File: src/rtl/bandai2003_pkg.sv
// Shared types and constants for the cartridge-mapper serial-out receiver.
// Latency: n/a (declarations only).
// Backpressure: n/a (declarations only).
package bandai2003_pkg;

    // Receiver frame states: waiting for start, collecting data, checking the tail.
    typedef enum logic [1:0] {
        ST_IDLE = 2'd0,
        ST_DATA = 2'd1,
        ST_TAIL = 2'd2
    } state_e;

    // Unlock word that sets SYSTEM_CTRL1 bit 7.
    localparam logic [15:0] MAGIC_DEFAULT = 16'h28A0;

    // Frame layout: 1 start bit + 16 data bits + 1 tail bit.
    localparam int DATA_BITS  = 16;
    localparam int FRAME_BITS = 18;
    localparam int BIT_CNT_W  = $clog2(DATA_BITS);

endpackage

File: src/rtl/so_receiver.sv
// Deserialises SO frames {start 0, 16 data bits LSB-first, tail 0} into DATA and tracks the sticky CTRL1_B7 unlock bit.
// Latency: VALID/FERR pulse one cycle after the tail sample, 18 cycles after the start sample.
// Backpressure: none; one SO bit is consumed every CLK, results must be taken on the VALID pulse.
//
// Ports:
//   CLK, RSTn       clock (SO sampled on rising edge) and async active-low reset
//   SO              serial input, idle high; X/Z read as 1 (external pull-up)
//   CLR             synchronous clear of CTRL1_B7 (a coincident MAGIC frame wins)
//   DATA            last valid word received
//   VALID, FERR     one-cycle pulses: good tail / bad tail
//   CTRL1_B7        sticky, set by a valid frame equal to MAGIC
//   BUSY            high while in DATA or TAIL
module so_receiver
    import bandai2003_pkg::*;
#(
    parameter logic [15:0] MAGIC    = MAGIC_DEFAULT,
    parameter int          MIN_IDLE = 4
) (
    input  logic        CLK,
    input  logic        RSTn,
    input  logic        SO,
    input  logic        CLR,
    output logic [15:0] DATA,
    output logic        VALID,
    output logic        FERR,
    output logic        CTRL1_B7,
    output logic        BUSY
);

    localparam int                    IDLE_W    = (MIN_IDLE < 1) ? 1 : $clog2(MIN_IDLE + 1);
    localparam logic [IDLE_W-1:0]     IDLE_FULL = IDLE_W'(MIN_IDLE);
    localparam logic [BIT_CNT_W-1:0]  LAST_BIT  = BIT_CNT_W'(DATA_BITS - 1);

    state_e                 state_q,    state_d;
    logic [IDLE_W-1:0]      idle_cnt_q, idle_cnt_d;
    logic [BIT_CNT_W-1:0]   bit_cnt_q,  bit_cnt_d;
    logic [15:0]            shift_q,    shift_d;
    logic [15:0]            data_q,     data_d;
    logic                   valid_q,    valid_d;
    logic                   ferr_q,     ferr_d;
    logic                   ctrl1_b7_q, ctrl1_b7_d;
    logic                   busy_q,     busy_d;
    logic                   so_bit;

    // Only a solid 0 counts as a low bit; X and Z fall into the default arm
    // because the line is pulled up on the board.
    always_comb begin
        case (SO)
            1'b0:    so_bit = 1'b0;
            default: so_bit = 1'b1;
        endcase
    end

    always_comb begin
        state_d    = state_q;
        idle_cnt_d = idle_cnt_q;
        bit_cnt_d  = bit_cnt_q;
        shift_d    = shift_q;
        data_d     = data_q;
        valid_d    = 1'b0;
        ferr_d     = 1'b0;
        ctrl1_b7_d = ctrl1_b7_q;

        // Clear first so a matching valid frame below overrides it.
        if (CLR) begin
            ctrl1_b7_d = 1'b0;
        end

        case (state_q)
            ST_IDLE: begin
                if (so_bit) begin
                    if (idle_cnt_q != IDLE_FULL) begin
                        idle_cnt_d = idle_cnt_q + 1'b1;
                    end
                end else begin
                    // A low bit always restarts the idle run; it is only a
                    // start bit if the line was quiet long enough before it.
                    idle_cnt_d = '0;
                    if (idle_cnt_q == IDLE_FULL) begin
                        state_d   = ST_DATA;
                        bit_cnt_d = '0;
                    end
                end
            end
            ST_DATA: begin
                shift_d   = {so_bit, shift_q[15:1]};
                bit_cnt_d = bit_cnt_q + 1'b1;
                if (bit_cnt_q == LAST_BIT) begin
                    state_d = ST_TAIL;
                end
            end
            ST_TAIL: begin
                state_d    = ST_IDLE;
                idle_cnt_d = '0;
                if (!so_bit) begin
                    data_d  = shift_q;
                    valid_d = 1'b1;
                    if (shift_q == MAGIC) begin
                        ctrl1_b7_d = 1'b1;
                    end
                end else begin
                    ferr_d = 1'b1;
                end
            end
            default: begin
                state_d    = ST_IDLE;
                idle_cnt_d = '0;
            end
        endcase

        busy_d = (state_d != ST_IDLE);
    end

    always_ff @(posedge CLK or negedge RSTn) begin
        if (!RSTn) begin
            state_q    <= ST_IDLE;
            idle_cnt_q <= '0;
            bit_cnt_q  <= '0;
            shift_q    <= 16'hFFFF;
            data_q     <= 16'hFFFF;
            valid_q    <= 1'b0;
            ferr_q     <= 1'b0;
            ctrl1_b7_q <= 1'b0;
            busy_q     <= 1'b0;
        end else begin
            state_q    <= state_d;
            idle_cnt_q <= idle_cnt_d;
            bit_cnt_q  <= bit_cnt_d;
            shift_q    <= shift_d;
            data_q     <= data_d;
            valid_q    <= valid_d;
            ferr_q     <= ferr_d;
            ctrl1_b7_q <= ctrl1_b7_d;
            busy_q     <= busy_d;
        end
    end

    assign DATA     = data_q;
    assign VALID    = valid_q;
    assign FERR     = ferr_q;
    assign CTRL1_B7 = ctrl1_b7_q;
    assign BUSY     = busy_q;

endmodule

File: config.mk
export PLATFORM = sky130hd
export DESIGN_NAME = so_receiver
export DESIGN_NICKNAME = d
export VERILOG_FILES = /design/src/rtl/bandai2003_pkg.sv /design/src/rtl/so_receiver.sv
export SDC_FILE = /design/constraint.sdc
export NUM_CORES = 1
export LEC_CHECK = 0
export BUFFER_PORTS_ARGS = -buffer_cell sky130_fd_sc_hd__buf_4
export CORE_MARGIN = 1.5
export CORE_UTILIZATION = 33
export CTS_BUF_LIST = sky130_fd_sc_hd__clkbuf_4
export DETAILED_ROUTE_END_ITERATION = 10
export PLACE_DENSITY = 0.53
export SLEW_MARGIN = 10
export SYNTH_ARGS = -nofsm -noshare
export SYNTH_HDL_FRONTEND = slang
export SYNTH_SLANG_ARGS = --single-unit
File: constraint.sdc
create_clock -name CLK -period 1.95 [get_ports CLK]
set_input_delay 0.0975 -clock CLK [delete_from_list [all_inputs] [get_ports CLK]]
set_output_delay 0.0975 -clock CLK [all_outputs]
set_load 0.05 [all_outputs]
==> results of run 1 <==
## power by group through the flow
stage          Clock [mW]  Combinational [mW]  Sequential [mW]
5_1_grt             0.524                1.19             1.66
6_report            0.447                1.07             1.61
3_5_place_dp            0                1.08             1.63
4_1_cts             0.472                1.09             1.61
2_1_floorplan           0               0.537             1.83
3_3_place_gp            0                1.04             1.61
## repair_timing
item / 4_1_cts / 5_1_grt
setup buffers: 0 / 0
hold buffers: 3 / 0
endpoints found under the hold margin: 15 / 0
## per-layer routing
layer / global-route usage [%] / share of wire [%] / vias to the layer above
met3: 4.37 / 5.3 / 6
met5: 0 / 0 / -
met4: 5.61 / 1.5 / 0
met1: 15.8 / 45 / 607
met2: 19.4 / 48 / 30
li1: - / - / 600
## worst max-delay path, delay by kind of cell, from the launching register on
family	cells	cell delay [ns]
muxes	1	0.35
and+or+nand+nor	1	0.25
DFF	1	0.50
buffers and inverters	1	0.25
## worst min-delay path by stage
stage / startpoint / end / slack, ns / cells past startpoint
floorplan: RSTn / BUSY$_DFF_PN0_ / -0.20 / 0
global placement: RSTn / BUSY$_DFF_PN0_ / 0.11 / 1
detailed placement: RSTn / bit_cnt_q[0]$_DFFE_PN0P_ / 0.13 / 1
CTS: RSTn / bit_cnt_q[0]$_DFFE_PN0P_ / 0.27 / 2
global route: RSTn / BUSY$_DFF_PN0_ / 0.30 / 2
finish: RSTn / BUSY$_DFF_PN0_ / 0.26 / 2
## area by class of cell
| type | count | area [um^2] | share of cell area, % |
|---|---|---|---|
| inverter | 4 | 15.0 | 0.669 |
| multi-input combinational | 107 | 676 | 30.1 |
| tap | 72 | 90.1 | 4.02 |
| sequential | 45 | 1170 | 52.0 |
| clock inverter | 1 | 3.75 | 0.167 |
| clock buffer | 7 | 52.6 | 2.34 |
| timing repair buffer | 31 | 240 | 10.7 |
## cell usage in the layout (no fill, tap or decap), drive strengths merged
| cell type | netlist | routed |
|---|---|---|
| a31o | 1 | 1 |
| mux2i | 1 | 1 |
| mux2 | 16 | 16 |
| or3 | 2 | 2 |
| a32oi | 1 | 1 |
| nor4bb | 1 | 1 |
| nor4b | 2 | 2 |
| ha | 3 | 3 |
| buf | 5 | 28 |
| inv | 4 | 4 |
| a211oi | 1 | 1 |
| nand2 | 54 | 54 |
| nor3b | 1 | 1 |
| a21oi | 3 | 3 |
| dfstp | 32 | 32 |
| nor4 | 1 | 1 |
| o22ai | 1 | 1 |
| clkinv | 0 | 1 |
| a21o | 1 | 1 |
| nor2b | 2 | 2 |
| o21ai | 4 | 4 |
| nand2b | 1 | 1 |
| dfrtp | 13 | 13 |
| clkbuf | 1 | 7 |
| nand3 | 4 | 4 |
| dlygate4sd3 | 0 | 3 |
| nand3b | 1 | 1 |
| nor2 | 4 | 4 |
| and2 | 1 | 1 |
| xor2 | 1 | 1 |
## kinds of logic (layout without fill, tap and decap cells)
kind of cell               Yosys count  count (layout)  share of synthesized area, %
and+or+nand+nor                     74              74                          17.3
DFF                                 45              45                          61.2
muxes                               17              17                          11.5
AOI/OAI and AO/OA                   12              12                          4.20
buffers and inverters               10              43                          3.41
adders and majority gates            3               3                          1.97
xor gates and xnor gates             1               1                         0.459
## registers in the layout, summed over array words and instances, names as in the netlist
register,flops
BUSY,1
VALID,1
CTRL1_B7,1
idle_cnt_q,3
DATA,16
FERR,1
state_q,2
shift_q,16
bit_cnt_q,4
## metrics by stage
stage	area [um^2]	power, mW	utilization, %	cells	setup WS [ns]
2_1_floorplan	1910	2.37	-	162	0.666
3_3_place_gp	2160	2.65	38.9	256	0.610
3_5_place_dp	2160	2.71	38.9	256	0.553
4_1_cts	2240	3.17	40.5	267	0.523
5_1_grt	2240	3.38	40.5	267	0.434
6_report	2240	3.13	40.5	267	0.536
==> results.yml, run 1 <==
clock_network:
  h-tree-depth: 2
  numClockSinks: 45
  clk_latency_ns: 0.35
  path_clk_slew_ns: 0.13
  cts_tree: "yes"
  numCtsBuffers: 5
  root_buffer: "clkbuf_4"
  cts_resized: 0
  clk_path_buf_depth: 2
synth:
  synth_most_common_cell: "nand2_1"
  synthDistinctLibCells: 32
  synth-edff-count: 0
  synth_top_area_share_pct: 44.1
  netlist_top_cells_area: "dfstp_2 (44%), dfrtp_1 (17%), nand2_1 (11%)"
  synthCells: 162
  syn_nets: 169
  ys_seq_elements: 45
  yosys-top-cells-count: "nand2_1 (54), dfstp_2 (32), dfrtp_1 (13)"
  synth_area_per_cell_um2: 11.8
  synth_ff_type: "dfstp_2"
  synth_top_area_cell: "dfstp_2"
  async_flop_share_pct: 100
  synth_area_um2: 1910
  yosys_warnings: 0
  seq_area_frac_synth_pct: 61.2
worst_setup_path:
  critPathMaxFanout: 11
  r2r-end: "DATA[1]$_DFFE_PN1P_"
  slowest_stage: "dfrtp_1"
  r2r_setup_slack_ns: 0.54
  rr_worst_depth: 3
  r2r_start: "state_q[1]$_DFF_PN0_"
  arrival_ns: 1.71
  crit_start: "state_q[1]$_DFF_PN0_"
  critPathMaxStageDelay_ns: 0.50
  endpoint_kind: "flip-flop"
  crit_path_start_kind: "flip-flop"
  path_class: "flip-flop to flip-flop"
  crit_required_ns: 2.24
  critical_path.cell_chain: "nor3b_2, buf_4, mux2_2"
  cp-endpoint: "DATA[1]$_DFFE_PN1P_"
flow_run:
  cap_viol_max_count: 0
timing:
  rsz0062_at_grt: "no"
  hold_slack_ns: 0.258
  finalSetupTns_ns: 0
  clock.fmax_mhz: 707
  hold_viol: 0
  slew_headroom_pct: 63.6
  tightest_slew_ns: 0.546
  finalClockSkew_ns: 0.0215
  finalCritPeriodShare_pct: 72.5
  setup_violations: 0
  fin_crit_ns: 1.41
  maxSlewViolCount: 0
global_routing:
  grt_usage_pct: 12.5
  grt_first_pass_wirelength_um: 6040
  grt.overflow.total: 0
  antenna_found_initial: 0
  grt_pass1_vias: 1302
  grt_max_degree: 46
floorplan:
  io_pins: 24
  core_um2: 5540
  die_area_um2: 6240
  rows: 27
  die_w_um: 79.0
  fp.dieH_um: 79.0
  start_util_pct: 34.4
final_layout:
  insertedDiodeCount: 0
  fillCellCount: 553
  drive_above_1_share_pct: 44.1
  finalNetCount: 201
  area_growth_pct: 17.7
power_and_ir_drop:
  power_density_nw_per_um2: 1400
  comb_power_share_pct: 34.3
  sw_frac_of_total_pct: 38.0
  p_int_mw: 1.94
  p_sw_mw: 1.19
  p_clk_share_pct: 14.3
  peakVddDrop_mv: 0.521
  leakagePower_nw: 1.03
  p_seq_share_pct: 51.4
placed_design:
  finalWeightedCongestion: 0.821
  dp_hpwl_um: 2410
  numPortBuffers: 23
drt:
  via_per_inst: 4.66
  num_vias: 1243
  wire_per_inst_um: 12.8
  wl_um: 3420
  drc: 0
  dr.pass1.iters: 4
  drt_iter0_drc: 108
  ant_nets: 0
min_path:
  hold_path_class: "input port to asynchronous set/reset pin"
run_status:
  status: "finished, final reports clean"
No activity file was read; power rests on OpenSTA's default activity.
==> run 2: changes to the inputs <==
Settings changed: PLACE_DENSITY 0.53 to 0.55.
Clock period 1.95 ns to 1.3 ns, I/O delays scaled along.
==> run 2 against run 1 <==
Effect of this change: sequential power increased by 50%; non-clock buffer count increased by 9; register-to-register slack got worse by 0.52 ns; worst setup slack worse by 0.52 ns; highest routed layer unchanged; critical path depth unchanged; routed wire length is 3.1% lower; power up 54%; final cell count up 3.4%; via count grew 0.32%.
==> results.yml, run 2 (synthesis results as in run 1) <==
power_and_ir_drop:
  p_seq_share_pct: 50.1
  p_int_mw: 2.99
  power_density_nw_per_um2: 2050
  p_clk_share_pct: 13.8
  leakagePower_nw: 1.08
  peakVddDrop_mv: 0.706
  comb_power_share_pct: 36.0
  p_sw_mw: 1.82
  sw_frac_of_total_pct: 37.9
clock_network:
  clk_path_buf_depth: 2
  numClockSinks: 45
  path_clk_slew_ns: 0.13
  cts_tree: "yes"
  numCtsBuffers: 5
  clk_latency_ns: 0.36
  h-tree-depth: 2
  root_buffer: "clkbuf_4"
floorplan:
  core_um2: 5540
  fp.dieH_um: 79.0
  io_pins: 24
  rows: 27
  start_util_pct: 34.4
  die_w_um: 79.0
  die_area_um2: 6240
placed_design:
  finalWeightedCongestion: 0.784
  numPortBuffers: 23
  post_dp_cell_area_um2: 2190
  dp.cells: 260
  dp_hpwl_um: 2180
timing:
  hold_viol: 0
  fin_crit_ns: 1.28
  clock.fmax_mhz: 781
  slew_headroom_pct: 63.5
  finalClockSkew_ns: 0.0147
  rsz0062_at_grt: "yes"
  maxSlewViolCount: 0
  finalCritPeriodShare_pct: 98.5
  hold_slack_ns: 0.221
  setup_violations: 0
  tightest_slew_ns: 0.547
final_layout:
  final_common_cell: "nand2_1"
  finalNetCount: 210
  stdcell_area_um2: 2340
  insertedDiodeCount: 0
  utilization_pct: 42.3
  area_growth_pct: 22.9
  drive_above_1_share_pct: 49.5
  final_cells: 276
  final_cell_mix: "nand2_1 (53), buf_4 (35), dfstp_2 (32)"
worst_setup_path:
  critPathMaxFanout: 7
  rr_worst_depth: 3
  arrival_ns: 1.57
  r2r-end: "DATA[7]$_DFFE_PN1P_"
  critical_path.cell_chain: "nor3b_4, buf_6, mux2_2"
  r2r_setup_slack_ns: 0.02
  r2r_start: "state_q[0]$_DFF_PN0_"
  cp_num_buf_inv: 1
  cp_top_family: "flip-flops"
  crit_cells: 3
  endpoint_kind: "flip-flop"
  path_class: "flip-flop to flip-flop"
  crit_path_start_kind: "flip-flop"
  slowest_stage: "dfrtp_2"
  critPathMaxStageDelay_ns: 0.46
  crit_required_ns: 1.59
global_routing:
  grt_pass1_vias: 1172
  grt_max_degree: 46
  grt_usage_pct: 12.0
  grt.overflow.total: 0
  antenna_found_initial: 0
  grt_first_pass_wirelength_um: 5740
drt:
  drc: 0
  wire_per_inst_um: 12.0
  wl_um: 3320
  ant_nets: 0
  drt_iter0_drc: 49
  dr.pass1.iters: 3
  num_vias: 1247
  via_per_inst: 4.52
min_path:
  hold_path_class: "input port to asynchronous set/reset pin"
run_status:
  status: "finished, final reports clean"
flow_run:
  cap_viol_max_count: 0
-- run 2: worst register-to-register path, cell delays in order, from the launching register on --
cell and delay [ns]:
dfrtp_2 0.46, nor3b_4 0.25, buf_6 0.17, mux2_2 0.33
-- run 2: worst max path at each step --
stage | start | endpoint | slack [ns]
after floorplan | state_q[0]$_DFF_PN0_ | DATA[10]$_DFFE_PN1P_ | 0.02
after global placement | state_q[0]$_DFF_PN0_ | DATA[1]$_DFFE_PN1P_ | 0.008
after detailed placement | state_q[0]$_DFF_PN0_ | DATA[1]$_DFFE_PN1P_ | -0.05
after CTS | state_q[0]$_DFF_PN0_ | DATA[7]$_DFFE_PN1P_ | 0.001
after global routing | state_q[0]$_DFF_PN0_ | DATA[0]$_DFFE_PN1P_ | -0.04
final | state_q[0]$_DFF_PN0_ | DATA[7]$_DFFE_PN1P_ | 0.02
-- run 2: area by class of cell --
type,instances,area [um^2]
fill,541,3200
tap,72,90.1
timing repair buffer,40,315
clock inverter,2,10.0
inverter,4,15.0
clock buffer,6,45.0
sequential,45,1170
multi-input combinational,107,701
-- run 2: power groups by stage --
| stage | sequential, mW | clock [mW] | combinational (mW) |
|---|---|---|---|
| after detailed placement | 2.43 | 0 | 1.66 |
| after floorplan | 2.75 | 0 | 0.805 |
| after global placement | 2.42 | 0 | 1.66 |
| after CTS | 2.41 | 0.702 | 1.71 |
| final | 2.41 | 0.667 | 1.74 |
| after global routing | 2.49 | 0.782 | 1.92 |
-- run 2: what timing repair did --
| action | in CTS | in global routing |
|---|---|---|
| setup buffers | 1 | 3 |
| pin swaps | 1 | 0 |
| hold endpoints to repair | 15 | 0 |
| gates resized for setup | 7 | 3 |
| setup endpoints to repair | 12 | 18 |
| cloned | 1 | 0 |
| hold buffers | 3 | 0 |
-- run 2: layer usage --
metal  track usage (%)  vias up  share of wire, %
li1                  -      620                 -
met1              17.2      601                49
met2              16.8       21                45
met3              4.14        5               4.1
met4              4.21        0               1.4
met5                 0        -                 0
-- run 2: through the flow --
step	power (mW)	setup TNS [ns]	worst slack, ns
after floorplan	3.55	0	0.0162
after global placement	4.08	0	0.00779
after detailed placement	4.09	-0.0549	-0.0486
after CTS	4.83	0	0.00143
after global routing	5.19	-0.224	-0.0383
final	4.81	0	0.0193
